File: config.mk
export PLATFORM = sky130hd
export DESIGN_NAME = led_pattern_sched_flat
export DESIGN_NICKNAME = d
export VERILOG_FILES = /design/src/rtl/led_sched_pkg.sv /design/src/rtl/led_pattern_sched_if.sv /design/src/rtl/led_tick_gen.sv /design/src/rtl/led_pattern_sched.sv /design/src/flat_wrapper.sv
export SDC_FILE = /design/constraint.sdc
export NUM_CORES = 1
export LEC_CHECK = 0
export CAP_MARGIN = 15
export CORE_AREA = 2 2 100 93
export CTS_BUF_LIST = sky130_fd_sc_hd__clkbuf_4 sky130_fd_sc_hd__clkbuf_8
export DETAILED_ROUTE_END_ITERATION = 12
export DIE_AREA = 0 0 102 95
export PLACE_DENSITY = 0.47
export SLEW_MARGIN = 20
export SYNTH_ARGS = -nofsm -noshare
export SYNTH_HDL_FRONTEND = slang
export SYNTH_HIERARCHICAL = 1
export SYNTH_SLANG_ARGS = --single-unit
export TNS_END_PERCENT = 30
File: constraint.sdc
create_clock -name clk -period 2.2 [get_ports clk]
set_clock_uncertainty 0.1 [all_clocks]
set_input_delay 0.44 -clock clk [delete_from_list [all_inputs] [get_ports clk]]
set_output_delay 0.44 -clock clk [all_outputs]
set_load 0.005 [all_outputs]
File: src/rtl/led_sched_pkg.sv
// LED pattern scheduler shared types: command modes, FSM states, field widths.
// Latency: n/a (types and a pure helper function only).
// Backpressure: n/a.
package led_sched_pkg;

    localparam int DIV_SEL_W = 5;
    localparam int MODE_W    = 2;

    typedef enum logic [MODE_W-1:0] {
        MODE_OFF    = 2'd0,
        MODE_ROTATE = 2'd1,
        MODE_BOUNCE = 2'd2,
        MODE_BLINK  = 2'd3
    } mode_e;

    typedef enum logic [2:0] {
        S_OFF,
        S_ROTATE,
        S_BOUNCE_UP,
        S_BOUNCE_DN,
        S_BLINK_ON,
        S_BLINK_OFF
    } state_e;

    // Entry state for a freshly applied command.
    function automatic state_e first_state(input mode_e m);
        case (m)
            MODE_ROTATE: return S_ROTATE;
            MODE_BOUNCE: return S_BOUNCE_UP;
            MODE_BLINK:  return S_BLINK_ON;
            default:     return S_OFF;
        endcase
    endfunction

endpackage

File: src/rtl/led_pattern_sched_if.sv
// Command channel of the LED pattern scheduler: {mode, div_sel[, bright]} over valid/ready.
// Latency: n/a (signal bundle only).
// Backpressure: cmd_ready from the scheduler; a command is taken only when valid && ready.
// Build option: LED_PATTERN_SCHED_PWM_EN adds cmd_bright.
// Ports: cmd_valid, cmd_ready, cmd_mode[1:0], cmd_div_sel[4:0], cmd_bright[3:0] (PWM build only).
interface led_pattern_sched_if;
    import led_sched_pkg::*;

    logic                 cmd_valid;
    logic                 cmd_ready;
    logic [MODE_W-1:0]    cmd_mode;
    logic [DIV_SEL_W-1:0] cmd_div_sel;
`ifdef LED_PATTERN_SCHED_PWM_EN
    logic [3:0]           cmd_bright;

    modport master (output cmd_valid, cmd_mode, cmd_div_sel, cmd_bright, input cmd_ready);
    modport slave  (input cmd_valid, cmd_mode, cmd_div_sel, cmd_bright, output cmd_ready);
`else
    modport master (output cmd_valid, cmd_mode, cmd_div_sel, input cmd_ready);
    modport slave  (input cmd_valid, cmd_mode, cmd_div_sel, output cmd_ready);
`endif

endinterface

File: src/rtl/led_tick_gen.sv
// Step prescaler: free-running counter, tick when the low div_sel bits are all ones.
// Latency: tick/heartbeat are combinational from the counter register; clr takes effect next cycle.
// Backpressure: none; free-running.
// Ports: clk, rst_n, clr (sync clear to 0), div_sel[4:0], tick, heartbeat (counter MSB).
module led_tick_gen
    import led_sched_pkg::*;
#(
    parameter int TICK_W = 24
) (
    input  logic                 clk,
    input  logic                 rst_n,
    input  logic                 clr,
    input  logic [DIV_SEL_W-1:0] div_sel,
    output logic                 tick,
    output logic                 heartbeat
);

    logic [TICK_W-1:0] cnt;
    logic [TICK_W-1:0] mask;

    always_ff @(posedge clk or negedge rst_n) begin
        if (!rst_n) begin
            cnt <= '0;
        end else if (clr) begin
            cnt <= '0;
        end else begin
            cnt <= cnt + 1'b1;
        end
    end

    // Mask of the low div_sel bits. The loop only spans TICK_W bits, so any
    // div_sel >= TICK_W saturates to an all-ones mask: that is the clamp.
    always_comb begin
        mask = '0;
        for (int i = 0; i < TICK_W; i++) begin
            mask[i] = (i < int'(div_sel));
        end
    end

    // div_sel = 0 gives an empty mask, so tick is high every cycle.
    assign tick      = ((cnt & mask) == mask);
    assign heartbeat = cnt[TICK_W-1];

endmodule

File: src/rtl/led_pattern_sched.sv
// Command-driven LED pattern scheduler (OFF/ROTATE/BOUNCE/BLINK), commands applied on step boundaries.
// Latency: command applies 1 cycle after accept from OFF, else at the first later tick; leds lag state by 1 cycle.
// Backpressure: single pending slot; cmd_ready is low while a command waits to apply.
// Build option: LED_PATTERN_SCHED_PWM_EN adds per-command brightness via a 4-bit PWM gate.
// Ports: clk, rst_n, cmd (slave command channel), leds[NUM_LEDS], heartbeat, step_pos.
module led_pattern_sched
    import led_sched_pkg::*;
#(
    parameter int NUM_LEDS        = 4,
    parameter int TICK_W          = 24,
    parameter int DEFAULT_DIV_SEL = 23
) (
    input  logic                        clk,
    input  logic                        rst_n,
    led_pattern_sched_if.slave          cmd,
    output logic [NUM_LEDS-1:0]         leds,
    output logic                        heartbeat,
    output logic [$clog2(NUM_LEDS)-1:0] step_pos
);

    localparam int                POS_W = $clog2(NUM_LEDS);
    localparam logic [POS_W-1:0]  LAST  = POS_W'(NUM_LEDS - 1);

    state_e               state;
    logic [POS_W-1:0]     pos;
    logic                 pend_vld;
    mode_e                pend_mode;
    logic [DIV_SEL_W-1:0] pend_div;
    logic [DIV_SEL_W-1:0] div_q;

    logic                 tick;
    logic                 accept;
    logic                 apply;
    logic                 lit_en;
    logic [NUM_LEDS-1:0]  pattern;

    assign cmd.cmd_ready = !pend_vld;
    assign accept        = cmd.cmd_valid && !pend_vld;
    // OFF has no step boundary to protect, so the command goes in immediately.
    assign apply         = pend_vld && ((state == S_OFF) || tick);

    led_tick_gen #(
        .TICK_W (TICK_W)
    ) u_tick (
        .clk       (clk),
        .rst_n     (rst_n),
        .clr       (apply),
        .div_sel   (div_q),
        .tick      (tick),
        .heartbeat (heartbeat)
    );

`ifdef LED_PATTERN_SCHED_PWM_EN
    logic [3:0] pwm_cnt;
    logic [3:0] bright_q;
    logic [3:0] pend_bright;

    always_ff @(posedge clk or negedge rst_n) begin
        if (!rst_n) begin
            pwm_cnt     <= '0;
            bright_q    <= 4'd15;
            pend_bright <= '0;
        end else begin
            pwm_cnt <= pwm_cnt + 1'b1;
            if (accept) pend_bright <= cmd.cmd_bright;
            if (apply)  bright_q    <= pend_bright;
        end
    end

    assign lit_en = (pwm_cnt < bright_q);
`else
    assign lit_en = 1'b1;
`endif

    always_comb begin
        pattern = '0;
        case (state)
            S_ROTATE, S_BOUNCE_UP, S_BOUNCE_DN: pattern[pos] = 1'b1;
            S_BLINK_ON:                         pattern      = '1;
            default:                            pattern      = '0;
        endcase
    end

    always_ff @(posedge clk or negedge rst_n) begin
        if (!rst_n) begin
            state     <= S_OFF;
            pos       <= '0;
            pend_vld  <= 1'b0;
            pend_mode <= MODE_OFF;
            pend_div  <= '0;
            div_q     <= DIV_SEL_W'(DEFAULT_DIV_SEL);
            leds      <= '0;
            step_pos  <= '0;
        end else begin
            // Outputs reflect the state/pos held before this edge.
            leds     <= pattern & {NUM_LEDS{lit_en}};
            step_pos <= pos;

            if (accept) begin
                pend_vld  <= 1'b1;
                pend_mode <= mode_e'(cmd.cmd_mode);
                pend_div  <= cmd.cmd_div_sel;
            end

            if (apply) begin
                pend_vld <= 1'b0;
                div_q    <= pend_div;
                pos      <= '0;
                state    <= first_state(pend_mode);
            end else if (tick) begin
                case (state)
                    S_ROTATE: begin
                        pos <= (pos == LAST) ? '0 : pos + POS_W'(1);
                    end
                    S_BOUNCE_UP: begin
                        if (pos == LAST) begin
                            state <= S_BOUNCE_DN;
                            pos   <= LAST - POS_W'(1);
                        end else begin
                            pos <= pos + POS_W'(1);
                        end
                    end
                    S_BOUNCE_DN: begin
                        if (pos == '0) begin
                            state <= S_BOUNCE_UP;
                            pos   <= POS_W'(1);
                        end else begin
                            pos <= pos - POS_W'(1);
                        end
                    end
                    S_BLINK_ON:  state <= S_BLINK_OFF;
                    S_BLINK_OFF: state <= S_BLINK_ON;
                    default:     state <= state;
                endcase
            end
        end
    end

endmodule

File: src/flat_wrapper.sv
// flat-port wrapper written by rule: the top's interface ports become plain ports
module led_pattern_sched_flat import led_sched_pkg::*;
#(
    parameter int NUM_LEDS        = 4,
    parameter int TICK_W          = 24,
    parameter int DEFAULT_DIV_SEL = 23
)
  (clk, rst_n, leds, heartbeat, step_pos, cmd_cmd_valid, cmd_cmd_mode, cmd_cmd_div_sel, cmd_cmd_ready);
  led_pattern_sched_if cmd_i ();
  input  logic clk;
  input  logic rst_n;
  output logic [NUM_LEDS-1:0] leds;
  output logic heartbeat;
  output logic [$clog2(NUM_LEDS)-1:0] step_pos;
  input wire logic [$bits(cmd_i.cmd_valid)-1:0] cmd_cmd_valid;
  input wire logic [$bits(cmd_i.cmd_mode)-1:0] cmd_cmd_mode;
  input wire logic [$bits(cmd_i.cmd_div_sel)-1:0] cmd_cmd_div_sel;
  output wire logic [$bits(cmd_i.cmd_ready)-1:0] cmd_cmd_ready;
  assign cmd_i.cmd_valid = cmd_cmd_valid;
  assign cmd_i.cmd_mode = cmd_cmd_mode;
  assign cmd_i.cmd_div_sel = cmd_cmd_div_sel;
  assign cmd_cmd_ready = cmd_i.cmd_ready;
  led_pattern_sched #(.NUM_LEDS(NUM_LEDS), .TICK_W(TICK_W), .DEFAULT_DIV_SEL(DEFAULT_DIV_SEL)) u_core (.clk(clk), .rst_n(rst_n), .cmd(cmd_i), .leds(leds), .heartbeat(heartbeat), .step_pos(step_pos));
endmodule
==> results of run 1 <==
logic make-up (layout without fill, tap and decap cells):
logic type | Yosys count | in the layout | synth area share
muxes | 12 | 12 | 0.0608
adders and majority gates | 6 | 6 | 0.0297
DFF | 48 | 48 | 0.477
AOI/OAI and AO/OA | 49 | 49 | 0.132
and+or+nand+nor | 87 | 87 | 0.194
xor gates and xnor gates | 20 | 20 | 0.0692
buffers and inverters | 20 | 72 | 0.0381
stage by stage:
step	cell area [sq um]	setup slack, ns
6_report	3290	0.0450
3_3_place_gp	3070	-0.0737
5_1_grt	3290	-0.0888
3_5_place_dp	3070	-0.0678
2_1_floorplan	2540	0.00546
4_1_cts	3190	-0.0136
flip-flops by register name, indices dropped and copies added, names as in the netlist:
name               count
u_core/u_tick/cnt     24
u_core/pos             2
u_core/leds            4
u_core/step_pos        2
u_core/pend_div        5
u_core/pend_mode       2
u_core/state           3
u_core/pend_vld        1
u_core/div_q           5
critical path: cells and delay by family, from the launching register on:
kind	cells	cell delay, ns
and+or+nand+nor	4	0.70
DFF	1	0.40
AOI/OAI and AO/OA	5	0.84
power groups by stage:
stage	Sequential [mW]	Clock, mW	Combinational (mW)
2_1_floorplan	1.30	0	0.641
3_3_place_gp	1.37	0	0.976
3_5_place_dp	1.38	0	0.970
4_1_cts	1.37	0.572	0.981
5_1_grt	1.43	0.613	1.26
6_report	1.39	0.545	1.14
routing by layer:
metal	share of wire	wire, um
met3	0.026	140
met1	0.51	2810
met4	0.0093	51
met5	0	0
met2	0.45	2470
how the worst max path moves through the flow:
stage,to,slack [ns],cells past startpoint
global route,u_core/pos[0]$_DFFE_PN0P_,-0.09,9
global placement,u_core/u_tick/cnt[12]$_DFF_PN0_,-0.07,10
detailed placement,u_core/u_tick/cnt[12]$_DFF_PN0_,-0.07,10
finish,u_core/pos[0]$_DFFE_PN0P_,0.05,9
CTS,u_core/div_q[4]$_DFFE_PN1P_,-0.01,10
floorplan,u_core/u_tick/cnt[10]$_DFF_PN0_,0.005,11
layout make-up:
class,count,area [sq um]
clock buffers,6,82.6
inverters,10,37.5
clock inverters,2,10.0
fillers,914,5460
multi-input cells,174,1310
repair buffers,54,495
flip-flops and latches,48,1210
well taps,122,153
cell usage in the layout, fill, tap and decap left out, types with 2 or more instances in the layout:
cell type | Yosys | layout
buf_6 | 1 | 4
dfstp_2 | 4 | 4
a32o_1 | 2 | 2
nor3b_2 | 2 | 2
or3_1 | 2 | 2
clkdlybuf4s50_1 | 0 | 16
nand3_1 | 6 | 6
nand2b_1 | 4 | 4
and3_1 | 3 | 3
a21oi_1 | 12 | 10
inv_1 | 10 | 6
nand3b_1 | 2 | 2
xor2_1 | 13 | 13
nor2_1 | 33 | 32
and4_2 | 1 | 2
o21ai_0 | 10 | 8
clkinv_2 | 0 | 2
xnor2_1 | 7 | 7
nor2b_1 | 3 | 3
nand2_1 | 15 | 14
inv_2 | 0 | 4
nand4_1 | 6 | 6
a21o_1 | 4 | 4
dfrtp_1 | 44 | 43
buf_4 | 3 | 30
a21oi_2 | 0 | 2
mux2_2 | 7 | 7
o22ai_1 | 2 | 2
clkbuf_8 | 0 | 6
o211ai_1 | 5 | 5
mux2_4 | 5 | 5
ha_1 | 6 | 6
buf_12 | 0 | 3
timing repair:
action	in CTS	in global routing
gates resized for setup	2	25
pin swaps	2	5
buffers inserted	4	2
endpoints found under the setup margin	29	35
==> results.cfg, run 1 <==
[setup_path]
crit_type = flop to flop
cp.required_ns = 2.29
arrival_ns = 2.25
reg2reg_from = u_core/u_tick/cnt[17]$_DFF_PN0_
r2r_end = u_core/pos[0]$_DFFE_PN0P_
endpoint_kind = flop
crit_slowest_cell = dfrtp_1
critPathLaunch = u_core/u_tick/cnt[17]$_DFF_PN0_
reg2regPathDepth = 9
crit_path_max_fanout = 4
cpPeakStageDelay_ns = 0.40
path_cells = and4_2 -> a21oi_1 -> o21ai_0 -> o2111ai_2 -> nor2_4 -> nand2_1 -> nand2_1 -> o211ai_1 -> a32o_1
r2r_setup_slack_ns = 0.05
crit_top_cell = nand2_1
start_kind = flop

[sta]
fin_crit_sh = 0.980
slew_headroom = 0.671
rsz0062_at_grt = yes
period_needed_ns = 2.15
drv_slew = 0
setup-tns-final_ns = 0
fin_hold_ws_ns = 0.00609
timing_worst_slew_pin_value_ns = 0.490
max_freq_mhz = 464
finalHoldViolCount = 0
setup_violations = 0

[global_routing]
busiest_layer = met1
track_usage = 0.121
grtUsageMet3 = 0.0222
grt_pass1_wl_mm = 9.29
grt_pass1_vias = 1860
grt_use_met1 = 0.182
grtUsageMet2 = 0.177
grt_max_degree = 49
antenna_found_initial = 0
grt_remaining_overflow = 0

[route]
routed_wl_mm = 5.47
firstDrtPassIters = 4
vias = 1897
drtIter0Drc = 146
drc = 0
postRouteAntennaNets = 0
wl_per_cell_um = 13.1
via_per_inst = 4.56

[die]
start_util = 0.289
ios = 18
core_area_sq_um = 8750
die_width_um = 102
dieArea_sq_um = 9690
rows = 33
die_height_um = 95

[cells_and_area]
layout.cells.non_filler = 416
drive_gt1_frac = 0.320
final_util = 0.376
area_growth_pct = 30.1
num_antenna_cells = 0
fin_nets = 309

[logic_synthesis]
ys_warn_count = 6
synthesis.nets = 258
synthTopCellsByArea = dfrtp_1, nor2_1, xor2_1, dfstp_2, mux2_2
avgSynthCellArea_sq_um = 10.5
syn-instance-count = 242
synthFlopType = dfrtp_1
ys_ff_latch = 48
ys_top_cells_by_count = dfrtp_1, nor2_1, nand2_1
synth-async-reset-ratio = 1.00
yosysMostFrequentCell = dfrtp_1
yosysSeqAreaShare = 0.477
netlist.area_leader.share = 0.435
yosysUniqueCellTypes = 52
syn_area_sq_um = 2530
synth-edff-count = 0
synth_top_area_cell = dfrtp_1

[pwr]
p_int_mw = 2.00
max-vdd-ir-drop_mv = 0.471
p_leak_nw = 1.42
p_comb_frac = 0.370
power.share.clock = 0.178
switching_share = 0.348
seqPwrFrac = 0.452
finalPower_mw = 3.07
switching_power_mw = 1.07
pwr_density_cell_nw_per_um2 = 932

[outcome]
status = complete, no violations

[flow_run]
cap_viol_max_count = 0

[placement]
io_buffers = 17
dp_hpwl_mm = 3.80
place.detailed.instances = 403
place_congestion = 0.870

[clock_tree]
clk_path_buf_depth = 2
cts_htree_levels = 2
cts_sinks = 48
numCtsBuffers = 5
cts_tree = done
clock_latency_ns = 0.30
root_buffer = clkbuf_8
clk_pin_slew_ns = 0.09
holdBufCountCts = 0

[hold_path]
hold_class = input port to async pin
Note: power is estimated with default switching activity, not from simulation.
==> run 2, diff against run 1 <==
Settings changed: CTS_BUF_LIST sky130_fd_sc_hd__clkbuf_4 sky130_fd_sc_hd__clkbuf_8 to unset.
==> results of run 2 <==
No change in the layout: final DEF, timing and power equal those of run 1.
==> variant: new RTL, flow settings as in run 2 <==
`NUM_LEDS` is set to 4 in 2 places; all go to 8.
--- a/src/rtl/led_pattern_sched.sv
+++ b/src/rtl/led_pattern_sched.sv
@@ -6,7 +6,7 @@
 module led_pattern_sched
     import led_sched_pkg::*;
 #(
-    parameter int NUM_LEDS        = 4,
+    parameter int NUM_LEDS        = 8,
     parameter int TICK_W          = 24,
     parameter int DEFAULT_DIV_SEL = 23
 ) (
--- a/src/flat_wrapper.sv
+++ b/src/flat_wrapper.sv
@@ -1,7 +1,7 @@
 // flat-port wrapper written by rule: the top's interface ports become plain ports
 module led_pattern_sched_flat import led_sched_pkg::*;
 #(
-    parameter int NUM_LEDS        = 4,
+    parameter int NUM_LEDS        = 8,
     parameter int TICK_W          = 24,
     parameter int DEFAULT_DIV_SEL = 23
 )
Ports: changed (resized leds and step_pos); port bits go from 18 to 23. No check against the original RTL was run, so the function may have changed too.
==> variant against run 2 <==
The flow now finishes with violations (setup timing); routed wire length is 7.9% higher; first-iteration DRC count down 10%; synthesized area up 7.4%; final area rose by 4.6%; total power up 14%; sequential cell count is 6 higher; clock power grew 24%; fmax is 3.1% lower; final cell count rose by 7.5%; hold slack improved by 0.37 ns; synthesized cell count rose by 13%; worst setup slack worse by 0.069 ns; critical endpoint is now u_core/pos[1]$_DFFE_PN0P_; highest routed layer unchanged.
==> variant: results (changes against run 2) <==
[logic_synthesis]
synth.area.top_cells = sky130_fd_sc_hd__dfrtp_1, sky130_fd_sc_hd__nand2_1, sky130_fd_sc_hd__nor2_1  ; was sky130_fd_sc_hd__dfrtp_1, sky130_fd_sc_hd__nor2_1, sky130_fd_sc_hd__xor2_1
post_synthesis_compound_gate_area_fraction_pct = 12.7  ; was 13.1%
post_synth_mux_area_share_pct = 2.90  ; was 6.08%
mean_syn_cell_area_um2 = 9.92  ; was 10.5 um2
yosys.area_share.xor_xnor_pct = 6.45  ; was 6.92%
synth_adder_area_share_pct = 3.22  ; was 2.97%
synth_common_cells = sky130_fd_sc_hd__dfrtp_1, sky130_fd_sc_hd__nand2_1, sky130_fd_sc_hd__nor2_1  ; was sky130_fd_sc_hd__dfrtp_1, sky130_fd_sc_hd__nor2_1, sky130_fd_sc_hd__nand2_1

[power_and_ir_drop]
p_leak_nw = 1.50  ; was 1.42 nW
p_switching_mw = 1.24  ; was 1.07 mW
seq_cell_power_mw = 1.48  ; was 1.39 mW
power_switching_share_pct = 35.7  ; was 34.8%
power.ir.vdd_worst_mv = 0.515  ; was 0.471 mV
clock_power_share_pct = 19.3  ; was 17.8%

[global_route]
grt.total_usage_pct = 12.8  ; was 12.1%
grt_start_max_net_pins = 36  ; was 49

[final_layout]
filler_cell_count = 907  ; was 914
layout-drive-gt1-share_pct = 23.7  ; was 32.0%
fin_nets = 341  ; was 309
utilization_pct = 39.4  ; was 37.6%
reg_top3 = u_core/u_tick/cnt x24, u_core/leds x8  ; was u_core/u_tick/cnt x24, u_core/div_q x5, u_core/pend_div x5

[route]
route.detailed.wl_per_inst_um = 13.2  ; was 13.1 um
finalWirelength_um = 5900  ; was 5470 um
vias = 2105  ; was 1,897
dr.first_iter.drc_count = 131  ; was 146

[timing]
post_route_setup_slack_ns = -0.0240  ; was 0.0450 ns
fin_setup_tns_ns = -0.0689  ; was 0 ns
setup_viol = 3  ; was 0
whs_ns = 0.373  ; was 0.00609 ns

[critical_path]
worst_ep_arrival_time_ns = 2.37  ; was 2.25 ns
crit_path_max_fanout = 5  ; was 4
r2r-end = u_core/pos[1]$_DFFE_PN0P_  ; was u_core/pos[0]$_DFFE_PN0P_
worstReg2RegStart = u_core/div_q[0]$_DFFE_PN1P_  ; was u_core/u_tick/cnt[17]$_DFF_PN0_
max_stage_delay_ns = 0.42  ; was 0.40 ns

[placement]
placement.cell_area_um2 = 3220  ; was 3070 um2
placedCellCount = 432  ; was 403
portBuffers = 22  ; was 17
post-dp-hpwl_um = 4110  ; was 3800 um
placer_congestion_estimate = 0.846  ; was 0.870

[clock_tree]
cts_post_setup_buffers_inserted = 1  ; was 4

[hold_path]
hold_class = register to register  ; was primary input to async pin

[outcome]
violations = setup timing
run_status = finished, violations left  ; was finished clean

[variant: changes by cell type in the layout (fill, tap and decap cells not counted), moves of 3 or more]
cell | before | now
sky130_fd_sc_hd__nand2_1 | 14 | 36
sky130_fd_sc_hd__o21ai_0 | 8 | 16
sky130_fd_sc_hd__buf_4 | 30 | 24
sky130_fd_sc_hd__clkdlybuf4s50_1 | 16 | 21
sky130_fd_sc_hd__dfrtp_1 | 43 | 48
sky130_fd_sc_hd__inv_1 | 6 | 11
sky130_fd_sc_hd__mux2_4 | 5 | 0
sky130_fd_sc_hd__a21o_1 | 4 | 0
sky130_fd_sc_hd__nor2_1 | 32 | 29
[variant: final cells by class]
cell class	count	area share, %
clock inverters	3	1.31
well taps	122	4.43
inverters	15	1.63
flip-flops and latches	54	39.4
multi-input cells	196	37.5
repair buffers	52	13.7
clock buffers	5	2.00
[variant: layer usage]
layer	routed length [um]	share of wire (%)	track usage, %
met5	0	0	0
met3	202	3.4	2.66
met1	3140	53	19.3
met2	2530	43	19.0
met4	35	0.59	2.78
